[src/rtl/operand_load_controller.sv]
// operand_load_controller
//   Captures two WIDTH-bit operands from the switch bank into reg_a and reg_b.
//   Each capture needs a debounced, one-shot press of load_btn. The sequence
//   is A, then B, then wrap back to A (which clears B), and so on.
//   reg_a feeds HEX3..HEX0 and reg_b feeds HEX7..HEX4.
//
// Ports
//   clk         in   1      system clock, rising edge
//   reset       in   1      synchronous, active-high reset
//   sw          in   WIDTH  operand value, sampled only on an accept edge
//   load_btn    in   1      load request, active-high, already synchronous to clk
//   reg_a       out  WIDTH  operand A register
//   reg_b       out  WIDTH  operand B register
//   load_a      out  1      one-cycle pulse after reg_a is written
//   load_b      out  1      one-cycle pulse after reg_b is written
//   both_valid  out  1      high while A and B both hold captured operands
//   state       out  2      0=WAIT_A, 1=WAIT_B, 2=FULL
//
// Parameters
//   WIDTH            operand width in bits (a multiple of 4 for the hex display)
//   DEBOUNCE_CYCLES  consecutive high samples needed to accept a press (>=1)

module operand_load_controller #(
  parameter int unsigned WIDTH           = 16,
  parameter int unsigned DEBOUNCE_CYCLES = 4
) (
  input  logic             clk,
  input  logic             reset,
  input  logic [WIDTH-1:0] sw,
  input  logic             load_btn,
  output logic [WIDTH-1:0] reg_a,
  output logic [WIDTH-1:0] reg_b,
  output logic             load_a,
  output logic             load_b,
  output logic             both_valid,
  output logic [1:0]       state
);

  // The counter must be able to hold DEBOUNCE_CYCLES itself because it saturates there.
  localparam int unsigned   CNT_W   = (DEBOUNCE_CYCLES < 1) ? 1 : $clog2(DEBOUNCE_CYCLES + 1);
  localparam logic [CNT_W-1:0] CNT_MAX = CNT_W'(DEBOUNCE_CYCLES);
  localparam logic [CNT_W-1:0] CNT_ACC = CNT_W'(DEBOUNCE_CYCLES - 1);
  localparam logic [CNT_W-1:0] CNT_ONE = CNT_W'(1);

  typedef enum logic [1:0] {
    WAIT_A = 2'd0,
    WAIT_B = 2'd1,
    FULL   = 2'd2
  } state_t;

  state_t           state_q,      state_d;
  logic [WIDTH-1:0] reg_a_q,      reg_a_d;
  logic [WIDTH-1:0] reg_b_q,      reg_b_d;
  logic             load_a_q,     load_a_d;
  logic             load_b_q,     load_b_d;
  logic             both_valid_q, both_valid_d;
  logic [CNT_W-1:0] cnt_q,        cnt_d;
  logic             armed_q,      armed_d;
  logic             accept_c;

  // State and output registers
  always_ff @(posedge clk) begin
    if (reset) begin
      state_q      <= WAIT_A;
      reg_a_q      <= '0;
      reg_b_q      <= '0;
      load_a_q     <= 1'b0;
      load_b_q     <= 1'b0;
      both_valid_q <= 1'b0;
      cnt_q        <= '0;
      armed_q      <= 1'b0;
    end else begin
      state_q      <= state_d;
      reg_a_q      <= reg_a_d;
      reg_b_q      <= reg_b_d;
      load_a_q     <= load_a_d;
      load_b_q     <= load_b_d;
      both_valid_q <= both_valid_d;
      cnt_q        <= cnt_d;
      armed_q      <= armed_d;
    end
  end

  // Debounce, accept detection, next-state and next-output logic
  always_comb begin
    state_d      = state_q;
    reg_a_d      = reg_a_q;
    reg_b_d      = reg_b_q;
    load_a_d     = 1'b0;
    load_b_d     = 1'b0;
    cnt_d        = cnt_q;
    armed_d      = armed_q;
    both_valid_d = 1'b0;

    // Accept fires exactly once, on the DEBOUNCE_CYCLES-th consecutive high
    // sample, and only if the button was seen low since the last accept or
    // reset. armed stays low after reset, so a press held through reset is ignored.
    accept_c = load_btn && armed_q && (cnt_q == CNT_ACC);

    if (!load_btn) begin
      cnt_d   = '0;
      armed_d = 1'b1;
    end else begin
      if (cnt_q != CNT_MAX) begin
        cnt_d = cnt_q + CNT_ONE;
      end
      if (accept_c) begin
        armed_d = 1'b0;
      end
    end

    case (state_q)
      WAIT_A: begin
        if (accept_c) begin
          state_d  = WAIT_B;
          reg_a_d  = sw;
          load_a_d = 1'b1;
        end
      end
      WAIT_B: begin
        if (accept_c) begin
          state_d  = FULL;
          reg_b_d  = sw;
          load_b_d = 1'b1;
        end
      end
      FULL: begin
        // Wrap: a new A invalidates the old B.
        if (accept_c) begin
          state_d  = WAIT_B;
          reg_a_d  = sw;
          reg_b_d  = '0;
          load_a_d = 1'b1;
        end
      end
      default: begin
        // Unused encoding 3: recover to WAIT_A.
        state_d = WAIT_A;
      end
    endcase

    both_valid_d = (state_d == FULL);
  end

  assign reg_a      = reg_a_q;
  assign reg_b      = reg_b_q;
  assign load_a     = load_a_q;
  assign load_b     = load_b_q;
  assign both_valid = both_valid_q;
  assign state      = state_q;

endmodule
[config.mk]
export PLATFORM = sky130hd
export DESIGN_NAME = operand_load_controller
export DESIGN_NICKNAME = d
export VERILOG_FILES = /design/src/rtl/operand_load_controller.sv
export SDC_FILE = /design/constraint.sdc
export NUM_CORES = 1
export LEC_CHECK = 0
export CAP_MARGIN = 30
export CORE_UTILIZATION = 28
export CTS_BUF_LIST = sky130_fd_sc_hd__clkbuf_2 sky130_fd_sc_hd__clkbuf_4 sky130_fd_sc_hd__clkbuf_8
export DETAILED_ROUTE_END_ITERATION = 12
export DONT_BUFFER_PORTS = 1
export GPL_TIMING_DRIVEN = 1
export MAX_ROUTING_LAYER = met4
export SYNTH_ARGS = -nofsm -noshare
export SYNTH_HDL_FRONTEND = slang
export SYNTH_SLANG_ARGS = --single-unit
export TNS_END_PERCENT = 5
[constraint.sdc]
create_clock -name clk -period 2.1 [get_ports clk]
set_clock_uncertainty 0.05 [all_clocks]
set_input_delay 0.525 -clock clk [delete_from_list [all_inputs] [get_ports clk]]
set_output_delay 0.525 -clock clk [all_outputs]
set_load 0.05 [all_outputs]
==> results.txt, run 1 <==
Mean Syn Cell Area: 8.25 µm²
Worst Path Required: 2.22 ns
Initial DRC Count: 68
Fin. Hold Viols: 0
clk slew on worst S/H paths: 0.09 ns
# rows: 29
XOR/XNOR share of the synthesized area: 0.466%
gpl congestion: 0.715
Slew @ Worst Pin: 0.564 ns
# diodes: 0
sw power: 302 µW
leading area contributor after synthesis: dfxtp_1
adder-cell share of the synthesized area: 4.66%
Ports: 56
proportion of synthesized area in mux cells: 0%
Via density: 5.36
clk_lat worst skew: 0.29 ns
first-pass GRT wire length: 7.88 mm
Die Wd: 84.0 µm
CP Max Fanout: 10
dpl hpwl: 3.44 mm
placed cell area: 1980 µm²
fill count: 678
synthesized flop and latch total: 41
GR peak layer: met2
post-route cell area: 2110 µm²
# nets final: 254
wirelength, routed: 4.86 mm
WL per Instance: 15.9 µm
VDD IR max: 334 µV
Root Buffer: clkbuf_8
Post-CTS Resized: 0
yosys warns: 0
TritonCTS clock tree: yes
CTS sink count: 41
initial antenna violation count: 0
met3 global-route usage: 4.95%
CORE AREA: 6420 µm²
CTS buffer count: 5
Pwr Density: 743 nW/µm²
vias: 1641
Multi-input gate area: 941 µm²
critical path class: reg2reg
syn_nets: 254
die span in y: 84.0 µm
cell area after synthesis: 1880 µm²
vias in the first global route: 1534
post-CTS setup buffers: 0
arrival time at the worst endpoint: 1.95 ns
status: finished, violations left
largest cells by area after synthesis: dfxtp_1, a31oi_1, nand3_1
min Tclk post-route: 1.83 ns
Synth Area in Compound Gates: 19.9%
Cells after Synth: 228
grt ovf: 0
Clk pwr share: 47.9%
DRC violations left: 4
Int Pwr: 1.27 mW
total chip power: 1.57 mW
Rel. slew slack: 62.3%
CP Capture Type: register
Area Overhead vs Synth: 12.2%
First-pass DRT Iterations: 8
largest net degree at the start of global routing: 38
Tcrit/Tclk final: 87.1%
final hold slack: 0.241 ns
Routed Antenna Nets: 0
nature of the critical path startpoint: register
Seq/Total Area, Yosys: 43.6%
failing checks: DRC
Initial Util: 29.3%
Yosys cell types: 27
Combinational Power Share: 1.5%
grt met2 use: 22.5%
MaxCap Viol Count: 0
IO Port Bufs: 0
Switching Fraction: 19.3%
RSZ-0062 raised after global routing: false
Post-Synth Simple-Gate Area: 25.0%
Overall Global Routing Usage: 14.8%
Largest stage delay, worst path: 0.38 ns
met1 usage in global routing: 17.5%
Peak Freq: 547 MHz
Seq pwr share: 50.6%
H-tree level count: 2
Critical-path top delay cell: dfxtp_1
Final Slew Violations: 0
top cell type's share of synthesized area: 43.6%
share of post-route cells with drive strength above 1: 10.9%
Setup TNS: 0 ns
final setup fails: 0
crit-path cells: ha_1 -> ha_1 -> nand3_1 -> buf_4 -> nand3_1 -> a31oi_1
register area: 821 µm²
hold_buf cts: 0
worst min-delay path class: in2reg
main combinational cell family by area after synthesis: simple AND/OR/NAND/NOR gates
clock buffer depth: 2
Leakage: 0.704 nW
die area: 7050 µm²
## power groups by stage
stage	clock, mW	combinational, mW	sequential [mW]
after floorplan	0	0.0286	0.811
after detailed placement	0	0.0243	0.811
final	0.751	0.0242	0.793
after CTS	0.774	0.0244	0.793
after global routing	0.815	0.0270	0.794
after global placement	0	0.0232	0.811
## critical path: cells and delay by family (launching register included)
family | cells | cell delay (ns)
flops | 1 | 0.38
fa+ha+maj | 2 | 0.42
simple gates | 2 | 0.46
buf+inv | 1 | 0.30
compound gates | 1 | 0.09
## metal layers
metal / share of wire (%) / vias up
met5: 0 / -
met4: 1.8 / 0
met3: 8.2 / 7
met2: 47 / 59
met1: 43 / 767
li1: - / 808
## cells by family after synthesis
logic type / Yosys count
adders and majority gates: 7
AOI/OAI and AO/OA: 58
xor gates and xnor gates: 1
and+or+nand+nor: 97
DFF: 41
buffers and inverters: 24
## cells in the mapped netlist
library cell	count
a2111oi_2	1
a211oi_1	1
a21oi_1	21
a31oi_1	32
and3_1	1
buf_1	1
buf_2	6
buf_4	3
buf_6	1
clkbuf_1	5
clkbuf_2	2
dfxtp_1	41
ha_1	7
inv_1	6
nand2_1	34
nand2b_1	1
nand3_1	34
nor2_1	4
nor2b_1	17
nor3_1	1
nor3b_1	1
o2111a_1	1
o2111ai_4	1
o21ai_2	1
or2_2	3
or2b_1	1
xnor2_1	1
## final timing paths
path                         start               endpoint  slack (ns)  depth (start not counted)
max          cnt_q[0]$_SDFFE_PP0P_  reg_b[3]$_SDFFE_PP0P_        0.27                          6
min                          reset  reg_a[1]$_SDFFE_PP0P_        0.24                          1
max reg2reg  cnt_q[0]$_SDFFE_PP0P_  reg_b[3]$_SDFFE_PP0P_        0.27                          6
min reg2reg  cnt_q[1]$_SDFFE_PP0P_  cnt_q[1]$_SDFFE_PP0P_        0.45                          2
## layout by cell type, fill, tap and decap left out, types with 2 or more instances in the layout
cell type / n
buf_4: 10
nor2b_1: 17
a21oi_1: 21
clkbuf_8: 5
bufinv_16: 2
a31oi_1: 32
nor2_1: 4
inv_1: 6
dfxtp_1: 41
nand3_1: 34
nand2_1: 34
ha_1: 7
or2_2: 3
## registers in the layout (all words and copies together) (netlist names)
signal	cells
armed_q	1
both_valid	1
cnt_q	3
load_a	1
load_b	1
reg_a	16
reg_b	16
state	2
## area by class of cell
class,count,share of cell area (%)
multi-input combinational,163,44.6
sequential,41,38.9
tap,77,4.57
timing repair buffer,11,4.51
clock buffer,5,3.26
clock inverter,3,3.08
inverter,6,1.07
## metrics by stage
step,instances,utilization [%],worst slack [ns]
detailed placement,298,30.8,0.280
floorplan,228,-,0.0191
global placement,298,30.8,0.355
finish,306,32.8,0.271
CTS,306,32.8,0.244
global route,306,32.8,0.146
(Power assumes the default switching activity.)
==> run 2: changes to the inputs <==
CORE_UTILIZATION = 65   (was 28)
PLACE_DENSITY = 0.81   (was not set)
==> run 2 against run 1 <==
  * The run now ends clean
  * Utilization is 40 points higher
  * Design area is 5.1% lower
  * Die area shrank 56%
  * Setup slack worse by 0.0095 ns
  * Clock-buffer cell count stayed put
  * Fmax shrank 0.52%
  * Clock power shrank 31%
  * Critical path type unchanged
  * Largest cell class unchanged
==> results.txt, run 2 (synthesis gave the netlist of run 1 again) <==
hold_buf cts: 0
Area Overhead vs Synth: 6.45%
Peak Freq: 544 MHz
Worst Path Required: 2.33 ns
Int Pwr: 1.05 mW
DRC violations left: 0
status: finished, final reports clean
H-tree level count: 2
VDD IR max: 702 µV
Final Slew Violations: 0
wirelength, routed: 4.49 mm
Seq pwr share: 59.3%
Setup TNS: 0 ns
min Tclk post-route: 1.84 ns
vias in the first global route: 1640
die area: 3110 µm²
# diodes: 0
Tcrit/Tclk final: 87.6%
largest net degree at the start of global routing: 38
arrival time at the worst endpoint: 2.07 ns
Routed Antenna Nets: 0
gpl congestion: 0.856
total chip power: 1.34 mW
# rows: 19
worst slack at placement: 0.295 ns
Clk pwr share: 38.9%
First-pass DRT Iterations: 5
Ports: 56
clock buffer depth: 2
# nets final: 256
Post-CTS Resized: 0
vias: 1744
Initial DRC Count: 80
Leakage: 0.688 nW
Overall Global Routing Usage: 30.4%
share of post-route cells with drive strength above 1: 11.7%
clk_lat worst skew: 0.36 ns
critical path class: reg2reg
die span in y: 55.8 µm
Die Wd: 55.8 µm
worst min-delay path class: in2reg
CTS sink count: 41
grt ovf: 0
initial antenna violation count: 0
commonest cells after routing, fill and taps aside: dfxtp_1, nand2_1, nand3_1, a31oi_1, a21oi_1
Switching Fraction: 21.8%
CP Capture Type: register
Rel. slew slack: 61.2%
dpl hpwl: 3.21 mm
clk slew on worst S/H paths: 0.13 ns
Via density: 6.66
Slew @ Worst Pin: 0.581 ns
WL per Instance: 17.1 µm
final setup fails: 0
worst setup margin: 0.261 ns
Pwr Density: 669 nW/µm²
CP Max Fanout: 16
Initial Util: 68.2%
nature of the critical path startpoint: register
TritonCTS clock tree: yes
final hold slack: 0.167 ns
CTS buffer count: 5
first-pass GRT wire length: 7.29 mm
register-to-register path setup slack: 0.26 ns
CORE AREA: 2760 µm²
Root Buffer: clkbuf_4
IO Port Bufs: 0
MaxCap Viol Count: 0
post-CTS setup buffers: 0
Fin. Hold Viols: 0
Combinational Power Share: 1.8%
commonest non-fill, non-tap cell in the layout: dfxtp_1
RSZ-0062 raised after global routing: false
sw power: 293 µW
==> run 2: critical path, stage by stage, from the launching register on <==
cell and delay, ns:
dfxtp_1 0.45, ha_1 0.35, o2111a_1 0.63, nand2_1 0.11
a21oi_1 0.16
==> run 2: power groups by stage <==
| stage | Clock, mW | Combinational (mW) | Sequential, mW |
|---|---|---|---|
| after floorplan | 0 | 0.0286 | 0.811 |
| after global placement | 0 | 0.0228 | 0.811 |
| after detailed placement | 0 | 0.0244 | 0.812 |
| after CTS | 0.527 | 0.0245 | 0.794 |
| after global routing | 0.552 | 0.0267 | 0.795 |
| final | 0.521 | 0.0246 | 0.794 |
==> run 2: per-layer routing <==
metal	vias up	share of wire [%]	GRT usage, %	wire [µm]
met5	-	0	-	0
met4	0	2.1	13.9	94
met3	18	9.0	9.53	403
met2	96	49	50.8	2220
met1	820	39	33.0	1770
li1	810	-	-	-
==> run 2: stage by stage <==
stage / instance area [µm²] / util [%] / instances
2_1_floorplan: 1880 / - / 228
3_3_place_gp: 1920 / 69.6 / 254
3_5_place_dp: 1920 / 69.6 / 254
4_1_cts: 2000 / 72.6 / 262
5_1_grt: 2000 / 72.6 / 262
6_report: 2000 / 72.6 / 262
==> run 2: final cells by class <==
cell class	count	area, µm²
sequential	41	821
fill	209	756
timing repair buffer	13	97.6
clock buffer	5	37.5
multi-input combinational	163	941
inverter	6	22.5
clock inverter	3	43.8
tap	31	38.8
==> run 2: worst paths after layout <==
check	startpoint	to	cells after the start
max	state[1]$_SDFF_PP0_	reg_a[3]$_SDFFE_PP0P_	4
min	reset	armed_q$_SDFFE_PP0P_	1
max reg2reg	state[1]$_SDFF_PP0_	reg_a[3]$_SDFFE_PP0P_	4
min reg2reg	cnt_q[1]$_SDFFE_PP0P_	cnt_q[1]$_SDFFE_PP0P_	2
==> RTL change, RTL diff (config.mk and constraints of run 1) <==
Set the parameter `DEBOUNCE_CYCLES` to 8 (it was 4).
--- a/src/rtl/operand_load_controller.sv
+++ b/src/rtl/operand_load_controller.sv
@@ -23,5 +23,5 @@
 module operand_load_controller #(
   parameter int unsigned WIDTH           = 16,
-  parameter int unsigned DEBOUNCE_CYCLES = 4
+  parameter int unsigned DEBOUNCE_CYCLES = 8
 ) (
   input  logic             clk,
Behaviour: not the same (Yosys sat finds a counterexample within 10 cycles, from zero or initial values and one cycle with reset high).
==> RTL change against run 1 <==
- maximum frequency shrank 5.7%
- total power down 11%
- worst setup slack lost 110 ps
- synthesized area down 7.5%
- sequential cell count grew 1
- design area shrank 9.3%
- wire length down 28%
- critical path depth decreased by 1
- highest routed layer unchanged
==> RTL change: results (changes against run 1) <==
- Number of diodes: 0 (unchanged)
- Leakage: 0.723 nW (was 0.704 nW)
- VDD IR-drop max: 0.302 mV (was 0.334 mV)
- Internal power component: 1.09 mW (was 1.27 mW)
- GPL Wtd Cong: 0.735 (was 0.715)
- R2R depth: 5 (was 6)
- Share of cells above drive strength 1: 0.120 (was 0.109)
- Reg clk slew, reported paths: approximately 80 ps
- Place WS: 117 ps (was 280 ps)
- Hpwl dp: 2.42 mm (was 3.44 mm)
- Worst-margin pin slew: 720 ps (was 564 ps)
- # fillers: 613 (was 678)
- Root Buffer: clkbuf_8 (unchanged)
- DRT iter0 DRCs: 35 (was 68)
- R2r setup slk: 160 ps (was 270 ps)
- Yosys warns: 0 (unchanged)
- Sequential fraction of the synthesis area: 0.483 (was 0.436)
- Hold path depth: 1 (unchanged)
- H-tree levels: 2 (unchanged)
- Initial antenna violation count: 0 (unchanged)
- Most used DFF post-synth: dfxtp_1 (unchanged)
- Vias post-DR: 1174 (was 1641)
- Placed inst area: 0.00182 mm^2 (was 0.00198 mm^2)
- Hold Path Origin: reset (unchanged)
- First-pass GRT wire length: 5.41 mm (was 7.88 mm)
- Commonest cells in the synthesized netlist: 42 x dfxtp_1, 23 x nand2_1, 17 x mux2i_1 (was 41 x dfxtp_1, 34 x nand2_1, 34 x nand3_1)
- Hold Path End: armed_q (was reg_a[1])
- Fin Hold WS: 241 ps (about the same)
- Yosys cell types: 34 (was 27)
- Post-CTS Setup Inserts: 0 (unchanged)
- Vias in the first global route: 1114 (was 1534)
- Area contributors post-synth: dfxtp_1 48%, mux2i_1 9.8%, a22o_1 8.1% (was dfxtp_1 44%, a31oi_1 11%, nand3_1 9.0%)
- Mapped Nets: 187 (was 254)
- Worst Path Max Fanout: 16 (was 10)
- Status: finished, final reports clean (was finished, violations left)
- Tot GR Track Use: 0.114 (was 0.148)
- Routed WL: 3.48 mm (was 4.86 mm)
- Pin count of the biggest net entering global routing: 23 (was 38)
- Worst-Skew Late Latency: 290 ps (about the same)
- Hold WC Path Type: input pin to register (unchanged)
- Worst flop-to-flop path endpoint: reg_b[5] (was reg_b[3])
- Arr. time, crit path: 2130 ps (was 1950 ps)
- Reg2Reg Launch Point: state[0] (was cnt_q[0])
- CTS Buf Count: 5 (unchanged)
- Ys async rst share: 0 (unchanged)
- Post_cts resized: 0 (unchanged)
- Clock buffer depth: 2 (unchanged)
- Router iterations before antenna repair: 4 (was 8)
- I/O Buffers: 0 (unchanged)
-- RTL change: worst max path at each step --
| stage | from | to | slack [ps] | cells after the start |
|---|---|---|---|---|
| 5_1_grt | state[0] | reg_b[14] | 30 | 5 |
| 6_report | state[0] | reg_b[5] | 160 | 5 |
| 2_1_floorplan | state[0] | reg_b[10] | 50 | 6 |
| 3_3_place_gp | state[0] | reg_b[3] | 180 | 5 |
| 3_5_place_dp | state[0] | reg_b[10] | 120 | 5 |
| 4_1_cts | state[0] | reg_b[4] | 100 | 5 |
-- RTL change: power groups by stage --
stage               clock, mW  sequential (mW)  combinational, mW
global placement            0            0.820             0.0399
finish                  0.553            0.801             0.0401
global route            0.614            0.802             0.0455
CTS                     0.573            0.801             0.0415
detailed placement          0            0.820             0.0415
floorplan                   0            0.820             0.0384
-- RTL change: per-stage QoR --
| stage | std cells | util |
|---|---|---|
| 6_report | 242 | 0.321 |
| 3_3_place_gp | 234 | 0.305 |
| 5_1_grt | 242 | 0.321 |
| 3_5_place_dp | 234 | 0.305 |
| 4_1_cts | 242 | 0.321 |
| 2_1_floorplan | 162 | - |
-- RTL change: metal layers --
layer / wire length, um / share of wire / vias up / track usage
met5: 0 / 0 / - / -
met1: 1580 / 0.45 / 554 / 0.137
met3: 290 / 0.083 / 6 / 0.0539
met4: 42 / 0.012 / 0 / 0.0446
met2: 1570 / 0.45 / 42 / 0.163
li1: - / - / 572 / -
-- RTL change: kinds of logic (layout without fill, tap and decap cells) --
kind of cell	Yosys count	after routing	synth area share
adder cells (fa/ha/maj)	6	6	0.0431
buffers and inverters	13	18	0.0410
XOR/XNOR	2	2	0.0101
AND/OR/NAND/NOR	57	57	0.188
flip-flops	42	42	0.483
multiplexers	17	17	0.0978
AO/OA/AOI/OAI	25	25	0.137
-- RTL change: area by class of cell --
class,instances,area share
clock inverters,1,0.00262
multi-input cells,107,0.433
clock buffers,7,0.0471
flip-flops and latches,42,0.441
well taps,75,0.0491
repair buffers,4,0.0157
inverters,6,0.0118
-- RTL change: worst max-delay path: stages (launching register included) --
cell	delay, ps
dfxtp_2	370
inv_1	70
ha_1	250
or2_1	270
o31ai_4	640
a22o_1	230
